<file path="src/rtl/imem_prog_loader_pkg.sv">
// -----------------------------------------------------------------------------
// imem_prog_loader_pkg
// Shared definitions for the instruction-memory program loader:
//   - loader FSM state encoding
//   - byte/word geometry of the incoming program stream
//   - small helper predicates used by the FSM
// No ports (package).
// -----------------------------------------------------------------------------
package imem_prog_loader_pkg;

  // Geometry of one instruction word as seen by the byte stream.
  localparam int BYTE_W     = 8;
  localparam int WORD_BYTES = 4;
  localparam int WORD_W     = BYTE_W * WORD_BYTES;
  localparam int IDX_W      = $clog2(WORD_BYTES);

  // Loader phases. INIT is a single settling cycle before bytes are taken.
  typedef enum logic [2:0] {
    ST_INIT  = 3'd0,
    ST_LOAD  = 3'd1,
    ST_WRITE = 3'd2,
    ST_RUN   = 3'd3,
    ST_ERROR = 3'd4
  } loader_state_t;

  // A reload request is only honoured once the loader has settled,
  // either with a running core or after an overflow.
  function automatic logic reload_allowed(input loader_state_t st);
    return (st == ST_RUN) || (st == ST_ERROR);
  endfunction

endpackage

</file>
<file path="src/rtl/imem_prog_loader_if.sv">
// -----------------------------------------------------------------------------
// imem_prog_loader_if
// Byte-stream handshake between a program source (host/bench) and the loader.
// Signals:
//   in_valid  source presents a byte
//   in_data   program byte
//   in_last   final byte of the image
//   in_ready  loader accepts the byte this cycle
// Modports:
//   master  the byte source
//   slave   the loader
// -----------------------------------------------------------------------------
interface imem_prog_loader_if;

  logic       in_valid;
  logic [7:0] in_data;
  logic       in_last;
  logic       in_ready;

  modport master (
    output in_valid,
    output in_data,
    output in_last,
    input  in_ready
  );

  modport slave (
    input  in_valid,
    input  in_data,
    input  in_last,
    output in_ready
  );

endinterface

</file>
<file path="src/rtl/imem_prog_loader_packer.sv">
// -----------------------------------------------------------------------------
// imem_prog_loader_packer
// Assembles program bytes little-endian into one 32-bit word.
// Ports:
//   clk      system clock, rising edge
//   reset    asynchronous, active-low
//   clear    empty the packer: all lanes zero, index back to lane 0
//   load     write byte_in into the current lane and advance the index
//   byte_in  incoming program byte
//   last_in  the incoming byte is the final byte of the image
//   word     assembled word (lane 0 = bits 7:0); unfilled lanes read zero
//   full     the current lane is the top lane, so a load now completes a word
//   last     the most recently loaded byte carried in_last
// -----------------------------------------------------------------------------
module imem_prog_loader_packer
  import imem_prog_loader_pkg::*;
(
  input  logic              clk,
  input  logic              reset,
  input  logic              clear,
  input  logic              load,
  input  logic [BYTE_W-1:0] byte_in,
  input  logic              last_in,
  output logic [WORD_W-1:0] word,
  output logic              full,
  output logic              last
);

  logic [IDX_W-1:0]                   idx;
  logic [WORD_BYTES-1:0][BYTE_W-1:0]  lanes;

  // Lanes are zeroed on clear so that a short final word comes out
  // zero padded without any extra masking at write time.
  always_ff @(posedge clk or negedge reset) begin
    if (!reset) begin
      idx   <= '0;
      lanes <= '0;
      last  <= 1'b0;
    end else if (clear) begin
      idx   <= '0;
      lanes <= '0;
      last  <= 1'b0;
    end else if (load) begin
      lanes[idx] <= byte_in;
      idx        <= idx + 1'b1;
      last       <= last_in;
    end
  end

  assign word = lanes;
  assign full = (idx == IDX_W'(WORD_BYTES - 1));

endmodule

</file>
<file path="src/rtl/imem_prog_loader.sv">
// -----------------------------------------------------------------------------
// imem_prog_loader
// Writes a program image into instruction memory from a byte stream while
// holding the processor in reset; releases the core once the image is in.
// Parameters:
//   ADDR_W     instruction-memory word-address width
//   MAX_WORDS  maximum words accepted (must be <= 2**ADDR_W)
// Ports:
//   clk           system clock, rising edge
//   reset         asynchronous, active-low
//   bus           byte-stream handshake (slave side)
//   reload        single-cycle pulse; restarts loading from RUN or ERROR
//   imem_we       instruction-memory write strobe, one cycle per word
//   imem_addr     word address of the write
//   imem_wdata    assembled word
//   core_reset    active-high hold to processor reset
//   done          image loaded, core running
//   err_overflow  sticky, image exceeded MAX_WORDS
//   word_count    words written since the last load start
// All outputs are registered.
// -----------------------------------------------------------------------------
module imem_prog_loader
  import imem_prog_loader_pkg::*;
#(
  parameter int ADDR_W    = 10,
  parameter int MAX_WORDS = 1024
) (
  input  logic                 clk,
  input  logic                 reset,
  imem_prog_loader_if.slave    bus,
  input  logic                 reload,
  output logic                 imem_we,
  output logic [ADDR_W-1:0]    imem_addr,
  output logic [WORD_W-1:0]    imem_wdata,
  output logic                 core_reset,
  output logic                 done,
  output logic                 err_overflow,
  output logic [ADDR_W:0]      word_count
);

  localparam logic [ADDR_W:0] MAX_CNT = (ADDR_W + 1)'(MAX_WORDS);

  loader_state_t        state, state_next;
  logic                 in_ready_q, in_ready_next;
  logic                 imem_we_next;
  logic [ADDR_W-1:0]    imem_addr_next;
  logic [WORD_W-1:0]    imem_wdata_next;
  logic                 core_reset_next;
  logic                 done_next;
  logic                 err_next;
  logic [ADDR_W:0]      count_next;

  logic                 accept;
  logic                 pk_clear;
  logic                 pk_load;
  logic [WORD_W-1:0]    pk_word;
  logic                 pk_full;
  logic                 pk_last;

  assign bus.in_ready = in_ready_q;
  assign accept       = bus.in_valid & in_ready_q;

  imem_prog_loader_packer u_packer (
    .clk     (clk),
    .reset   (reset),
    .clear   (pk_clear),
    .load    (pk_load),
    .byte_in (bus.in_data),
    .last_in (bus.in_last),
    .word    (pk_word),
    .full    (pk_full),
    .last    (pk_last)
  );

  // State and every output are registered here; the next values all come
  // from the combinational block below.
  always_ff @(posedge clk or negedge reset) begin
    if (!reset) begin
      state        <= ST_INIT;
      in_ready_q   <= 1'b0;
      imem_we      <= 1'b0;
      imem_addr    <= '0;
      imem_wdata   <= '0;
      core_reset   <= 1'b1;
      done         <= 1'b0;
      err_overflow <= 1'b0;
      word_count   <= '0;
    end else begin
      state        <= state_next;
      in_ready_q   <= in_ready_next;
      imem_we      <= imem_we_next;
      imem_addr    <= imem_addr_next;
      imem_wdata   <= imem_wdata_next;
      core_reset   <= core_reset_next;
      done         <= done_next;
      err_overflow <= err_next;
      word_count   <= count_next;
    end
  end

  // Next-state and next-output logic. A word takes four LOAD cycles plus one
  // WRITE cycle, so in_ready drops for exactly the WRITE cycle. The memory
  // write is registered on the way out of WRITE, after the last byte has
  // landed in the packer.
  always_comb begin
    state_next      = state;
    in_ready_next   = in_ready_q;
    imem_we_next    = 1'b0;
    imem_addr_next  = imem_addr;
    imem_wdata_next = imem_wdata;
    core_reset_next = core_reset;
    done_next       = done;
    err_next        = err_overflow;
    count_next      = word_count;
    pk_clear        = 1'b0;
    pk_load         = 1'b0;

    case (state)
      ST_INIT: begin
        state_next      = ST_LOAD;
        in_ready_next   = (word_count != MAX_CNT);
        core_reset_next = 1'b1;
        done_next       = 1'b0;
        pk_clear        = 1'b1;
      end

      ST_LOAD: begin
        if (accept) begin
          pk_load = 1'b1;
          if (pk_full || bus.in_last) begin
            in_ready_next = 1'b0;
            state_next    = ST_WRITE;
          end
        end else if (bus.in_valid && (word_count == MAX_CNT)) begin
          // in_ready is already low here: the image is full and the source
          // still has data, so this is an overflow rather than a stall.
          in_ready_next = 1'b0;
          err_next      = 1'b1;
          state_next    = ST_ERROR;
        end
      end

      ST_WRITE: begin
        imem_we_next    = 1'b1;
        imem_addr_next  = word_count[ADDR_W-1:0];
        imem_wdata_next = pk_word;
        count_next      = word_count + 1'b1;
        pk_clear        = 1'b1;
        if (pk_last) begin
          state_next      = ST_RUN;
          in_ready_next   = 1'b0;
          core_reset_next = 1'b0;
          done_next       = 1'b1;
        end else begin
          state_next    = ST_LOAD;
          in_ready_next = ((word_count + 1'b1) != MAX_CNT);
        end
      end

      ST_RUN, ST_ERROR: begin
        in_ready_next = 1'b0;
        if (reload && reload_allowed(state)) begin
          state_next      = ST_INIT;
          core_reset_next = 1'b1;
          done_next       = 1'b0;
          err_next        = 1'b0;
          count_next      = '0;
        end
      end

      default: begin
        state_next      = ST_INIT;
        in_ready_next   = 1'b0;
        core_reset_next = 1'b1;
        done_next       = 1'b0;
      end
    endcase
  end

endmodule
</file>
<file path="src/flat_wrapper.sv">
// flat-port wrapper written by rule: the top's interface ports become plain ports
module imem_prog_loader_flat import imem_prog_loader_pkg::*;
#(
  parameter int ADDR_W    = 10,
  parameter int MAX_WORDS = 1024
)
  (clk, reset, reload, imem_we, imem_addr, imem_wdata, core_reset, done, err_overflow, word_count, bus_in_valid, bus_in_data, bus_in_last, bus_in_ready);
  imem_prog_loader_if bus_i ();
  input  logic clk;
  input  logic reset;
  input  logic reload;
  output logic imem_we;
  output logic [ADDR_W-1:0] imem_addr;
  output logic [WORD_W-1:0] imem_wdata;
  output logic core_reset;
  output logic done;
  output logic err_overflow;
  output logic [ADDR_W:0] word_count;
  input wire logic [$bits(bus_i.in_valid)-1:0] bus_in_valid;
  input wire logic [$bits(bus_i.in_data)-1:0] bus_in_data;
  input wire logic [$bits(bus_i.in_last)-1:0] bus_in_last;
  output wire logic [$bits(bus_i.in_ready)-1:0] bus_in_ready;
  assign bus_i.in_valid = bus_in_valid;
  assign bus_i.in_data = bus_in_data;
  assign bus_i.in_last = bus_in_last;
  assign bus_in_ready = bus_i.in_ready;
  imem_prog_loader #(.ADDR_W(ADDR_W), .MAX_WORDS(MAX_WORDS)) u_core (.clk(clk), .reset(reset), .bus(bus_i), .reload(reload), .imem_we(imem_we), .imem_addr(imem_addr), .imem_wdata(imem_wdata), .core_reset(core_reset), .done(done), .err_overflow(err_overflow), .word_count(word_count));
endmodule
</file>
<file path="config.mk">
export PLATFORM = sky130hd
export DESIGN_NAME = imem_prog_loader_flat
export DESIGN_NICKNAME = d
export VERILOG_FILES = /design/src/rtl/imem_prog_loader_pkg.sv /design/src/rtl/imem_prog_loader_if.sv /design/src/rtl/imem_prog_loader_packer.sv /design/src/rtl/imem_prog_loader.sv /design/src/flat_wrapper.sv
export SDC_FILE = /design/constraint.sdc
export NUM_CORES = 1
export LEC_CHECK = 0
export ABC_AREA = 1
export ABC_CLOCK_PERIOD_IN_PS = 1870
export BUFFER_PORTS_ARGS = -buffer_cell sky130_fd_sc_hd__buf_2
export CAP_MARGIN = 0
export CORE_AREA = 2 2 135 137
export DETAILED_ROUTE_END_ITERATION = 8
export DIE_AREA = 0 0 137 139
export GPL_ROUTABILITY_DRIVEN = 0
export MAX_ROUTING_LAYER = met4
export PLACE_DENSITY = 0.4
export SYNTH_ARGS = -nofsm -noshare
export SYNTH_HDL_FRONTEND = slang
export SYNTH_SLANG_ARGS = --single-unit
export TNS_END_PERCENT = 100
</file>
<file path="constraint.sdc">
create_clock -name clk -period 1.87 [get_ports clk]
set_input_delay 0.0935 -clock clk [delete_from_list [all_inputs] [get_ports clk]]
set_output_delay 0.0935 -clock clk [all_outputs]
set_load 0.02 [all_outputs]
</file>
# ---- Yosys cells after proc, flatten, opt, wreduce, memory -nomap -nowiden
# Index checks and enable logic that the tools add are counted.
dict set report totals {
  register_bits 96
  inputBits 13
}
dict set report op_classes {
  reduce_logical 16
  muxes 35
  bitwise 2
  add_sub_neg 2
  order_cmp 2
  n_eq_ne 14
}
# op n
set op_table {}
lappend op_table {{32-bit 2-to-1 mux} 2}
lappend op_table {{32-bit bitwise mux} 1}
lappend op_table {{11-bit != test (second input constant)} 2}
lappend op_table {{11-bit case mux with 2 select lines} 1}
lappend op_table {{8-bit demux with 2-bit select} 1}
lappend op_table {{1-bit 2-to-1 mux} 16}
lappend op_table {{3-bit 2-to-1 mux} 4}
lappend op_table {{3-bit case mux with 4 select lines} 1}
lappend op_table {{11-bit by 1-bit adder with 11-bit output (second input constant)} 1}
lappend op_table {{11-bit == test (second input constant)} 1}
lappend op_table {{11-bit 2-to-1 mux} 1}
lappend op_table {{1-bit case mux with 3 select lines} 3}
lappend op_table {{8-bit 2-to-1 mux} 1}
lappend op_table {{3-bit by 2-bit == test with 1-bit output (second input constant)} 2}
lappend op_table {{2-bit 2-to-1 mux} 3}
lappend op_table {{3-bit AND reduction} 2}
lappend op_table {{2-bit nonzero test} 3}
lappend op_table {{2-bit by 1-bit != test with 1-bit output (second input constant)} 2}
lappend op_table {{2-bit != test (second input constant)} 2}
lappend op_table {{2-bit AND reduction} 2}
lappend op_table {{4-bit AND reduction} 1}
lappend op_table {{2-bit OR reduction} 2}
lappend op_table {{3-bit by 1-bit == test with 1-bit output (second input constant)} 1}
lappend op_table {{3-bit == test (second input constant)} 1}
lappend op_table {{12 further kinds} 15}

# ---- Logic depth before layout (Yosys ltp)
# Gate-level depths: netlist (run 1).
dict set report logic_depth {
  depth_word 7
  ltp_mapped 11
}

# ---- By module
# A second synthesis (run 1) with hierarchy kept.
dict set report unflattened {
  cells_unflattened 492
  area_unflattened_um2 4292.9
}
# module cells_each instances seq_area_each_um2 area_each_um2
set modules_own_cells {}
lappend modules_own_cells {imem_prog_loader 329 1 1527.7 2715.1}
lappend modules_own_cells {imem_prog_loader_packer 163 1 875.8 1577.8}

# ---- Worst setup path after synthesis (run 1)
# No wires, ideal clock.
dict set report synth_timing {
  path_type {flip-flop to flip-flop}
  startpoint {reg u_core.word_count[1]}
  endpoint {reg u_core.in_ready_q (netlist: u_core.bus.in_ready)}
  path_stages_with_launch 11
  slack_ps 304
  arrival_ps 1442
  setup_ps 124
  t_required_ps 1746
  path_cell_list {dfrtp_1 > ha_1 > nand3_1 > nor2_1 > nand3_1 > nand2_1 > nand2_1 > nor2_1 > nand2_1 > nand2_1 > nand3_1}
}
dict set report synth_between {
  elab_chain_len 4
}
# element line
set synth_lines {}
lappend synth_lines {{from (decl)} imem_prog_loader.sv:38} ;# output logic [ADDR_W:0] word_count
lappend synth_lines {{from (signal assigned)} imem_prog_loader.sv:97} ;# word_count <= count_next;
lappend synth_lines {{11-bit by 1-bit adder with 11-bit output or 11-bit == test (tied branches)} {imem_prog_loader.sv:156, imem_prog_loader.sv:134}}
lappend synth_lines {{11-bit != test or 1-bit logical AND (tied branches)} {imem_prog_loader.sv:156, imem_prog_loader.sv:134}}
lappend synth_lines {{1-bit 2-to-1 mux or 3-bit by 1-bit != test with 1-bit output (tied branches)} -}
lappend synth_lines {{1-bit case mux with 3 select lines or 2-bit AND reduction (tied branches)} -}
lappend synth_lines {{to (signal assigned)} imem_prog_loader.sv:90} ;# in_ready_q <= in_ready_next;
lappend synth_lines {{to (decl)} imem_prog_loader.sv:44} ;# logic in_ready_q, in_ready_next;
# Several ways; a longest one is shown, not always the timed one.
# A chain may end at the register's enable or synchronous reset.

# ---- Worst setup path in the final report (run 1)
# Same ends and word-level chain as after synthesis.

==> results of run 1 <==
==> cell families (layout without fill, tap and decap cells) <==
kind of cell	after synthesis	count (layout)	synth area share (%)
xor+xnor	2	2	0.441
fa+ha+maj	6	6	1.89
simple gates	149	149	16.1
compound gates	94	94	13.2
buf+inv	79	158	7.81
flops	96	96	60.5
==> what timing repair did <==
item / 4_1_cts / 5_1_grt
hold buffers: 1 / 0
setup endpoints to repair: 0 / 0
gates resized for setup: 0 / 0
endpoints found under the hold margin: 33 / 0
==> worst max path at each step <==
stage                    startpoint  cells past startpoint  slack (ps)             endpoint
2_1_floorplan  u_core.word_count[1]                     10         300  u_core.bus.in_ready
3_3_place_gp        u_core.state[2]                      9         320      u_core.state[2]
3_5_place_dp   u_core.word_count[0]                     10         230  u_core.bus.in_ready
4_1_cts        u_core.word_count[0]                     10         240  u_core.bus.in_ready
5_1_grt        u_core.word_count[0]                     10          10  u_core.bus.in_ready
6_report       u_core.word_count[1]                     10         240  u_core.bus.in_ready
==> power breakdown <==
| part | switching, mW | leakage [nW] | internal [mW] |
|---|---|---|---|
| Clock | 0.802 | 0.142 | 1.07 |
| Sequential | 0.292 | 1.32 | 2.44 |
| Combinational | 1.38 | 0.989 | 0.617 |
| Total | 2.47 | 2.45 | 4.13 |
==> cell usage in the layout, fill, tap and decap left out, types with 6 or more instances in the layout <==
cell	n
o22ai_1	40
ha_1	6
nor2_1	25
nand2_1	95
inv_1	66
clkbuf_16	9
nand2_2	6
buf_2	69
o21ai_0	51
nand3_1	12
dfrtp_1	95
==> worst max-delay path: cells and delay by family (launching register included) <==
kind	cells	cell delay (ps)
adders and majority gates	1	280
DFF	1	410
and+or+nand+nor	9	830
==> metrics by stage <==
stage,worst slack [ps],instances
2_1_floorplan,304,426
3_3_place_gp,316,718
3_5_place_dp,227,718
4_1_cts,236,734
5_1_grt,10.8,734
6_report,239,734
==> sequential cells by signal (all words and copies together) (netlist names) <==
signal / flops
u_core.imem_wdata: 32
u_core.u_packer.word: 32
u_core.word_count: 11
u_core.imem_addr: 10
u_core.state: 3
u_core.u_packer.idx: 2
u_core.bus.in_ready: 1
u_core.core_reset: 1
u_core.done: 1
u_core.err_overflow: 1
u_core.imem_we: 1
u_core.u_packer.last: 1
==> final cells by class <==
cell class	count	area, um^2	area share, %
Multi-Input combinational cell	251	1260	25.7
Timing Repair Buffer	76	413	8.40
Tap cell	229	287	5.83
Inverter	67	251	5.12
Sequential cell	96	2400	48.9
Clock buffer	11	243	4.94
Clock inverter	4	55.1	1.12
==> metal layers <==
metal	up-vias	share of wire, %	global-route usage [%]
met5	-	0	-
li1	1532	-	-
met2	44	45	17.7
met4	0	2.0	5.05
met1	1469	50	15.7
met3	15	3.5	2.67
==> flow_metrics.env, run 1 <==
export IMPL_r2r_end="u_core.bus.in_ready"
export IMPL_p_leak_nw=2.45
export IMPL_slowest_stage="dfrtp_1"
export IMPL_crit_chain="ha_1 -> nand3_1 -> nor2_1 -> nand2_1 -> nand2_1 -> nand3_1 -> nor2_1 -> nand2_1 -> nand2_1 -> nand3_1"
export IMPL_ys_seq_area_share_pct=60.5
export IMPL_grt_pass1_wl_um=16900
export IMPL_hp_start="bus_in_last"
export IMPL_drt_iter0_drc=166
export IMPL_via_count=3060
export IMPL_grt_overflow_total=0
export IMPL_hold_ws_ps=116
export IMPL_setup_tns_ps=0
export IMPL_yosysUniqueCellTypes=28
export IMPL_wire_per_inst_um=14.1
export IMPL_clkTransAtPathRegs_ps=60
export IMPL_rows=49
export IMPL_cts_setup_buffers=0
export IMPL_first_pass_iters=4
export IMPL_max_stage_delay_ps=410
export IMPL_yosysTopAreaCellShare_pct=59.8
export IMPL_maxSlewHeadroom_pct=68.1
export IMPL_cp_data_required_time_ps=2100
export IMPL_drv_slew=0
export IMPL_viasPerCell=4.17
export IMPL_grt_antenna_before_repair=0
export IMPL_r2r_start="u_core.word_count[1]"
export IMPL_start_util_pct=22.5
export IMPL_outcome="completed"
export IMPL_dieArea_um2=19000
export IMPL_r2r_slack_ps=240
export IMPL_synth_top_cells_by_count="nand2_1, dfrtp_1, inv_1"
export IMPL_dieWidth_um=137
export IMPL_min_path_cells=5
export IMPL_crit_type="reg2reg"
export IMPL_critical_path_peak_fanout=5
export IMPL_start_kind="flip-flop"
export IMPL_synth_area_top_cells="dfrtp_1, nand2_1, o21ai_0, o22ai_1, inv_1"
export IMPL_antennaDiodeCount=0
export IMPL_grt_setup_unrepaired="false"
export IMPL_ys_ff_latch=96
export IMPL_place_area_um2=4610
export IMPL_hold_viol=0
export IMPL_dp_hpwl_um=7320
export IMPL_grt_pass1_vias=3209
export IMPL_final_core_util_pct=27.8
export IMPL_ir_drop_v=0.000538
export IMPL_netlist_instances=426
export IMPL_fill_cells=1923
export IMPL_cts_path_max_buffers=2
export IMPL_cts_htree_levels=3
export IMPL_finalPower_mw=6.60
export IMPL_fp_dieH_um=139
export IMPL_avgSynthCellArea_um2=9.33
export IMPL_worstRegToRegCells=10
export IMPL_pin_count=71
export IMPL_area_growth_pct=23.7
export IMPL_cts_sinks=96
export IMPL_synth_most_common_cell="nand2_1"
export IMPL_async_reset_ff_share_pct=100
export IMPL_coreArea_um2=17700
export IMPL_synth_main_ff_cell="dfrtp_1"
export IMPL_cap_violations=0
export IMPL_final_cell_area_um2=4910
export IMPL_root_buffer="clkbuf_16"
export IMPL_cts_tree="yes"
export IMPL_yosysTopAreaCell="dfrtp_1"
export IMPL_synth_edf_count=0
export IMPL_grtUsageTotal_pct=12.0
export IMPL_worst_ep_arrival_time_ps=1860
export IMPL_final_nets=520
export IMPL_timing_critical_path_mode_cell="nand2_1"
export IMPL_syn_nets=445
export IMPL_numCtsBuffers=9
export IMPL_drc=0
export IMPL_cellPowerDensity_nw_per_um2=1340
export IMPL_finalCritPeriodShare_pct=87.2
export IMPL_port_buffers=70
export IMPL_drive_gt1_share_pct=20.0
export IMPL_clk_latency_ps=350
export IMPL_critPathCaptureType="flip-flop"
export IMPL_finalSetupViolCount=0
export IMPL_ant_nets=0
export IMPL_worstMarginPinSlew_ps=478
export IMPL_ys_warn_count=0
export IMPL_routed_wl_um=10400
export IMPL_grt_max_degree=53
export IMPL_synthesis_area_um2=3970
export IMPL_min_period_ps=1630
export IMPL_hold_path_class="in2reg"
export IMPL_finClkSkew_ps=5.21
export IMPL_max_freq_mhz=613
export IMPL_hold_end="u_core.u_packer.last"
No activity file was read; power rests on OpenSTA's default activity.
==> run 2, diff against run 1 <==
Settings changed: REMOVE_ABC_BUFFERS from default to 1.
==> flow_metrics.env, run 2 (synthesis results as in run 1) <==
export IMPL_final_cells=737
export IMPL_crit_start="u_core.word_count[1]"
export IMPL_hold_path_class="in2reg"
export IMPL_hold_buffers=1
export IMPL_dieArea_um2=19000
export IMPL_finalSetupViolCount=0
export IMPL_slowest_stage="dfrtp_1"
export IMPL_port_buffers=70
export IMPL_dp_cells=720
export IMPL_max_stage_delay_ps=420
export IMPL_layout_setup_ws_ps=210
export IMPL_cts_path_max_buffers=2
export IMPL_outcome="completed"
export IMPL_start_util_pct=22.5
export IMPL_cts_setup_buffers=0
export IMPL_via_count=3102
export IMPL_grtUsageTotal_pct=11.7
export IMPL_final_cell_area_um2=4950
export IMPL_viasPerCell=4.21
export IMPL_maxSlewHeadroom_pct=69.4
export IMPL_finalCritPeriodShare_pct=88.8
export IMPL_worstMarginPinSlew_ps=458
export IMPL_p_leak_nw=2.47
export IMPL_area_growth_pct=24.5
export IMPL_max_freq_mhz=602
export IMPL_cap_violations=0
export IMPL_drv_slew=0
export IMPL_min_period_ps=1660
export IMPL_r2r_start="u_core.word_count[1]"
export IMPL_post_place_ws_ps=213
export IMPL_most_common_layout_cells="nand2_1, dfrtp_1, buf_2"
export IMPL_drive_gt1_share_pct=20.7
export IMPL_grt_pass1_wl_um=16800
export IMPL_critical_path_peak_fanout=5
export IMPL_grt_setup_unrepaired="false"
export IMPL_ir_drop_v=0.000516
export IMPL_setup_tns_ps=0
export IMPL_timing_critical_path_mode_cell="nand2_1"
export IMPL_finalPower_mw=6.60
export IMPL_cts_tree="yes"
export IMPL_antennaDiodeCount=0
export IMPL_dieWidth_um=137
export IMPL_cellPowerDensity_nw_per_um2=1330
export IMPL_final_core_util_pct=28.0
export IMPL_routed_wl_um=10100
export IMPL_clkTransAtPathRegs_ps=70
export IMPL_pin_count=71
export IMPL_critPathCaptureType="flip-flop"
export IMPL_first_pass_iters=4
export IMPL_cts_sinks=96
export IMPL_dp_hpwl_um=7200
export IMPL_ant_nets=0
export IMPL_wire_per_inst_um=13.7
export IMPL_final_nets=522
export IMPL_numCtsBuffers=9
export IMPL_root_buffer="clkbuf_16"
export IMPL_hp_start="bus_in_last"
export IMPL_start_kind="flip-flop"
export IMPL_hold_viol=0
export IMPL_worst_ep_arrival_time_ps=1890
export IMPL_cts_resized=0
export IMPL_grt_overflow_total=0
export IMPL_grt_max_degree=51
export IMPL_fp_dieH_um=139
export IMPL_drt_iter0_drc=157
export IMPL_grt_antenna_before_repair=0
export IMPL_clk_latency_ps=350
export IMPL_crit_type="reg2reg"
export IMPL_coreArea_um2=17700
export IMPL_place_area_um2=4650
export IMPL_rows=49
export IMPL_cts_htree_levels=3
export IMPL_drc=0
export IMPL_cp_data_required_time_ps=2100
export IMPL_finClkSkew_ps=3.96
export IMPL_grt_pass1_vias=3081
export IMPL_crit_chain="ha_1 -> nand3_1 -> nor2_1 -> nand3_1 -> nand2_1 -> nand2_1 -> nor2_1 -> nand2_1 -> nand2_1 -> nand3_1"
export IMPL_hold_ws_ps=96.6
[run 2: area by class of cell]
| cell class | instances | area [um^2] |
|---|---|---|
| clock buffer | 11 | 253 |
| fill | 1927 | 12700 |
| tap | 229 | 287 |
| sequential | 96 | 2400 |
| timing repair buffer | 78 | 453 |
| inverter | 67 | 251 |
| clock inverter | 5 | 38.8 |
| multi-input combinational | 251 | 1260 |
[run 2: worst max-delay path: cells and delay by family, from the launching register on]
family                     cells  cell delay (ps)
adders and majority gates      1              300
DFF                            1              420
and+or+nand+nor                9              820
[run 2: final timing paths]
path / cells past startpoint / slack (ps) / end
setup reg to reg: 10 / 210 / u_core.bus.in_ready
min in group asynchronous: 2 / 180 / u_core.imem_wdata[11]
hold / removal: 5 / 100 / u_core.u_packer.last
max in group asynchronous: 3 / 1050 / u_core.u_packer.word[18]
hold reg to reg: 2 / 480 / u_core.imem_addr[4]
setup / recovery: 10 / 210 / u_core.bus.in_ready
[run 2: layer usage]
layer / part of all wire (%) / vias up / global-route usage, %
met3: 5.3 / 12 / 3.40
met5: 0 / - / -
met2: 45 / 71 / 17.4
li1: - / 1536 / -
met1: 48 / 1483 / 15.4
met4: 1.3 / 0 / 3.42
[run 2: power by group]
group	total, mW	internal [mW]	switching (mW)
clock	1.80	0.984	0.816
sequential	2.75	2.44	0.301
combinational	2.06	0.647	1.41
total	6.60	4.08	2.53
